--- src/rtl/lc3_imm_extract.sv ---
//==============================================================================
// Module   : lc3_imm_extract
// Purpose  : LC-3 immediate/offset field extraction with sign/zero extension,
//            buffered through a DEPTH-entry result FIFO.
// Revision : 1.0 - initial release
//==============================================================================
`default_nettype none

module lc3_imm_extract #(
    parameter int OUT_WIDTH = 16,
    parameter int DEPTH     = 2
) (
    input  logic                         clk,
    input  logic                         rst,
    input  logic                         in_valid,
    output logic                         in_ready,
    input  logic [15:0]                  in_instr,
    input  logic [2:0]                   in_mode,
    output logic                         out_valid,
    input  logic                         out_ready,
    output logic [OUT_WIDTH-1:0]         out_data,
    output logic                         out_err,
    output logic [$clog2(DEPTH+1)-1:0]   out_count
);

    localparam int c_PW = $clog2(DEPTH);
    localparam int c_CW = $clog2(DEPTH+1);
    localparam logic [c_CW-1:0] c_DEPTH = c_CW'(DEPTH);
    localparam logic [c_PW-1:0] c_LAST  = c_PW'(DEPTH-1);

    logic [OUT_WIDTH-1:0] r_data [DEPTH];
    logic                 r_err  [DEPTH];
    logic [c_PW-1:0]      r_head;
    logic [c_PW-1:0]      r_tail;
    logic [c_CW-1:0]      r_count;

    logic [OUT_WIDTH-1:0] w_ext;
    logic                 w_err;
    logic                 w_push;
    logic                 w_pop;

    // Explicit wrap so non-power-of-two depths cycle through exactly DEPTH slots.
    function automatic logic [c_PW-1:0] f_next(input logic [c_PW-1:0] p);
        return (p == c_LAST) ? '0 : p + 1'b1;
    endfunction

    always_comb begin
        w_ext = '0;
        w_err = 1'b0;
        case (in_mode)
            3'd0:    w_ext = OUT_WIDTH'($signed(in_instr[4:0]));
            3'd1:    w_ext = OUT_WIDTH'($signed(in_instr[5:0]));
            3'd2:    w_ext = OUT_WIDTH'($signed(in_instr[8:0]));
            3'd3:    w_ext = OUT_WIDTH'($signed(in_instr[10:0]));
            3'd4:    w_ext = OUT_WIDTH'(in_instr[7:0]);
            3'd5:    w_ext = OUT_WIDTH'($signed(in_instr[15:0]));
            default: w_err = 1'b1;
        endcase
    end

    assign in_ready  = (r_count < c_DEPTH);
    assign out_valid = (r_count != '0);
    assign out_count = r_count;
    assign w_push    = in_valid && in_ready;
    assign w_pop     = out_valid && out_ready;

    // Empty FIFO presents zeros rather than stale slot contents.
    assign out_data  = out_valid ? r_data[r_head] : '0;
    assign out_err   = out_valid ? r_err[r_head]  : 1'b0;

    always_ff @(posedge clk or posedge rst) begin
        if (rst) begin
            r_head  <= '0;
            r_tail  <= '0;
            r_count <= '0;
        end else begin
            if (w_push) r_tail <= f_next(r_tail);
            if (w_pop)  r_head <= f_next(r_head);
            case ({w_push, w_pop})
                2'b10:   r_count <= r_count + 1'b1;
                2'b01:   r_count <= r_count - 1'b1;
                default: r_count <= r_count;
            endcase
        end
    end

    always_ff @(posedge clk) begin
        if (w_push && !rst) begin
            r_data[r_tail] <= w_ext;
            r_err[r_tail]  <= w_err;
        end
    end

endmodule

`default_nettype wire

--- config.mk ---
export PLATFORM = sky130hd
export DESIGN_NAME = lc3_imm_extract
export DESIGN_NICKNAME = d
export VERILOG_FILES = /design/src/rtl/lc3_imm_extract.sv
export SDC_FILE = /design/constraint.sdc
export NUM_CORES = 1
export LEC_CHECK = 0
export ABC_AREA = 1
export BUFFER_PORTS_ARGS = -buffer_cell sky130_fd_sc_hd__buf_2
export CAP_MARGIN = 20
export CORE_UTILIZATION = 55
export CTS_CLUSTER_DIAMETER = 40
export DETAILED_ROUTE_END_ITERATION = 10
export GPL_TIMING_DRIVEN = 0
export PLACE_DENSITY = 0.82
export SLEW_MARGIN = 20
export SYNTH_ARGS = -nofsm -noshare
export SYNTH_HDL_FRONTEND = slang
export SYNTH_SLANG_ARGS = --single-unit
--- constraint.sdc ---
create_clock -name clk -period 5.1 [get_ports clk]
set_clock_uncertainty 0.05 [all_clocks]
set_input_delay 0.255 -clock clk [delete_from_list [all_inputs] [get_ports clk]]
set_output_delay 0.255 -clock clk [all_outputs]
set_load 0.02 [all_outputs]
==> results.rst <==
.. list-table::
   :header-rows: 1

   * - Metric
     - Value
   * - Clock tree from TritonCTS
     - yes
   * - Average instance area after synthesis
     - 10.7 um^2
   * - Maximum number of pins on one net before global-route repair
     - 13
   * - Antenna-violating nets left
     - 0
   * - Maximum operating frequency
     - 538 MHz
   * - Number of distinct library cell variants in the gate-level netlist after synthesis
     - 22
   * - Number of synthesized register bits
     - 38
   * - # H-tree levels
     - 2
   * - DRC violations left
     - 0
   * - Shortest period the worst path allows
     - 1.86 ns
   * - Clock latency at the later pin of the worst-skew pair
     - 0.35 ns
   * - Post-synthesis to final-layout area growth
     - 23.0%
   * - Number of global-route vias before repair
     - 1305
   * - Starting density of the core
     - 58.4%
   * - Element type at the critical path start
     - register
   * - Count of boundary I/O pins
     - 44
   * - Root Buffer Master
     - sky130_fd_sc_hd__clkbuf_4
   * - Num CTS Buffers
     - 5
   * - Number of antenna violations at the first check in global routing
     - 0
   * - Clock sink count
     - 38
   * - Setup TNS
     - 0 ns
   * - Share of total power in sequential cells
     - 34.7%
   * - Detailed placement HPWL
     - 2630 um
   * - Crit Path Category
     - register to register
   * - Max capacitance violation total
     - 0
   * - Setup crit end kind
     - register
   * - Sequential cell area fraction in the yosys report
     - 62.4%
   * - RSZ-0062 raised after global routing
     - no
   * - Wire length of the first global-routing pass
     - 5580 um
   * - Number of nets in the finished design
     - 245
   * - Final Routed Wirelength
     - 3400 um
   * - Synth warn
     - 0
   * - Final global-route overflow total
     - 0
   * - Post-cts sizing count
     - 0
   * - Async set-reset flop share out of synthesis
     - 10.5%
   * - Slowest Stage Delay on Critical Path
     - 0.63 ns
   * - Die outline width
     - 59.2 um
   * - Cell area after placement
     - 2100 um^2
   * - Routability-driven placement congestion ratio
     - 0.799
   * - Internal power consumption
     - 0.000730 W
   * - Site Rows
     - 20
   * - Maximum fanout count along the critical path
     - 9
   * - Combinational share of power
     - 44.9%
   * - Core Area
     - 3080 um^2
   * - Clock share of power
     - 20.4%
   * - Class of the most critical hold timing path
     - input pin to register
   * - Global router's overall resource usage
     - 22.7%
   * - Cell area after synthesis
     - 1800 um^2
   * - Top delay family on crit path
     - simple AND/OR/NAND/NOR gates
   * - Fin. Hold Viols
     - 0
   * - Number of buffers on the longest clock path
     - 2
   * - Final setup vio count
     - 0
   * - Detailed-routing iteration count for the pre-antenna-repair pass
     - 4
   * - Slowest library cell on the worst path
     - sky130_fd_sc_hd__nor3_2
   * - Overall die area
     - 3500 um^2
   * - Static leakage
     - 0.985 nW
   * - Pins over their slew limit
     - 0
   * - Number of cells produced by synthesis
     - 168
   * - Sw frac
     - 39.5%
   * - Worst-case vdd ir drop
     - 266 uV
   * - Detailed-route vias per instance
     - 5.05
   * - Number of buffers added on ports
     - 43
   * - Total via count after detailed routing
     - 1342
   * - Fin area
     - 2210 um^2
   * - Worst max-slew margin expressed relative to the limit
     - 45.8%
   * - Crit path arrival time
     - 1.87 ns
   * - Run status
     - finished, final reports clean
   * - Diodes inserted
     - 0
   * - Buffers inserted by post-CTS timing repair
     - 0
   * - Vertical extent of the die
     - 59.2 um
   * - Fraction of layout cells with a size suffix above 1
     - 36.5%
   * - Number of DRC markers in iteration 0
     - 35
   * - Least-Margin Pin Slew
     - 0.808 ns
   * - Most used flip-flop cell after synthesis
     - sky130_fd_sc_hd__edfxtp_1
   * - Clock-pin slew on the worst setup and hold paths
     - 0.11 ns
   * - Net switching power
     - 0.000476 W
   * - Power per cell area
     - 545 nW/um^2
   * - Final clock period utilization by the worst path
     - 36.4%
   * - Number of flops mapped to enable cells by yosys
     - 34
   * - Number of nets in the synthesized netlist
     - 192
   * - Cell breakdown of the critical path
     - inv_2 -> nand2_2 -> nor3_2 -> buf_6
   * - Data required time of the critical path
     - 5.11 ns
   * - Routed length per placed instance
     - 12.8 um
   * - Critical path buffers and inverters
     - 2
-- cells by family after synthesis --
kind of cell               after synthesis  share of synthesized area (%)
xor gates and xnor gates                 3                           1.46
and+or+nand+nor                         86                           22.1
AOI/OAI and AO/OA                       17                           6.61
DFF                                     38                           62.4
adders and majority gates                1                          0.696
buffers and inverters                   23                           6.82
-- final cells by class --
class	count	area, um^2
repair buffers	46	248
well taps	44	55.1
plain buffers	5	52.6
multi-input cells	107	564
clock inverters	3	63.8
flip-flops and latches	38	1120
fillers	230	866
inverters	18	70.1
clock buffers	5	37.5
-- cells in the final DEF, fill, tap and decap left out, types with 3 or more instances in the layout --
cell type | synthesis | layout
sky130_fd_sc_hd__a21oi_1 | 8 | 8
sky130_fd_sc_hd__dfrtp_1 | 4 | 4
sky130_fd_sc_hd__nand2_1 | 54 | 54
sky130_fd_sc_hd__inv_2 | 4 | 4
sky130_fd_sc_hd__inv_1 | 13 | 13
sky130_fd_sc_hd__nor2_4 | 4 | 4
sky130_fd_sc_hd__nand4_1 | 3 | 3
sky130_fd_sc_hd__nand3_1 | 11 | 11
sky130_fd_sc_hd__buf_2 | 0 | 43
sky130_fd_sc_hd__buf_6 | 4 | 6
sky130_fd_sc_hd__nor2_1 | 7 | 7
sky130_fd_sc_hd__edfxtp_1 | 34 | 34
sky130_fd_sc_hd__a21oi_2 | 9 | 9
sky130_fd_sc_hd__clkbuf_4 | 0 | 5
-- repair_timing --
item | 4_1_cts | 5_1_grt
hold buffers | 1 | 0
hold endpoints to repair | 4 | 0
setup endpoints to repair | 0 | 0
-- final timing paths --
kind | from | to | slack, ns | cells past startpoint
worst max-delay path | out_count[1] | r_data[0][12] | 3.24 | 4
worst min-delay path | in_instr[11] | r_data[1][11] | 0.17 | 3
worst max register to register | out_count[1] | r_data[0][12] | 3.24 | 4
worst min register to register | out_count[0] | out_count[0] | 0.54 | 1
max in group asynchronous | rst | out_count[0] | 4.55 | 3
min in group asynchronous | rst | r_head | 0.31 | 3
-- metal layers --
layer	vias to the layer above	track usage, %	wire length (um)
met2	44	40.6	1830
met5	-	0	0
li1	667	-	-
met1	623	24.0	1330
met3	8	6.33	156
met4	0	12.9	85
-- synthesized netlist by cell type (2+ instances only) --
cell type                  count  area [um^2]
sky130_fd_sc_hd__a21oi_2       9         78.8
sky130_fd_sc_hd__buf_6         4         45.0
sky130_fd_sc_hd__edfxtp_1     34         1020
sky130_fd_sc_hd__nand2_1      54          203
sky130_fd_sc_hd__nor2_4        4         45.0
sky130_fd_sc_hd__nand4_1       3         18.8
sky130_fd_sc_hd__a21oi_1       8         40.0
sky130_fd_sc_hd__xor2_1        2         17.5
sky130_fd_sc_hd__nor3_1        2         10.0
sky130_fd_sc_hd__nand3_1      11         55.1
sky130_fd_sc_hd__inv_2         4         15.0
sky130_fd_sc_hd__nand3_2       2         20.0
sky130_fd_sc_hd__dfrtp_1       4          100
sky130_fd_sc_hd__nor2_1        7         26.3
sky130_fd_sc_hd__inv_1        13         48.8
-- through the flow --
stage | util, % | hold slack (ns) | worst slack (ns) | instances | total power, W
after global routing | 71.9 | 0.184 | 3.15 | 266 | 0.00127
after floorplan | - | -0.0289 | 2.68 | 168 | 0.000802
after global placement | 67.2 | 0.108 | 2.33 | 255 | 0.000938
final | 71.9 | 0.175 | 3.24 | 266 | 0.00121
after detailed placement | 68.3 | 0.132 | 3.26 | 257 | 0.000968
after CTS | 71.9 | 0.164 | 3.25 | 266 | 0.00121
-- worst min-delay path: stages --
cell	delay (ns)
sky130_fd_sc_hd__buf_2	0.07
sky130_fd_sc_hd__nand2_1	0.04
sky130_fd_sc_hd__nand3_1	0.09
-- power by group through the flow --
stage                     Combinational, W  Clock [W]  Sequential, W
after detailed placement          0.000542          0       0.000426
after global placement            0.000515          0       0.000423
after CTS                         0.000544   0.000249       0.000419
after global routing              0.000587   0.000260       0.000423
after floorplan                   0.000371          0       0.000432
final                             0.000541   0.000246       0.000418
-- sequential cells by signal, indices dropped and copies added (netlist names) --
name	cells
r_tail	1
r_data	32
out_count	2
r_err	2
r_head	1
Power figures use the tool's default switching activity.
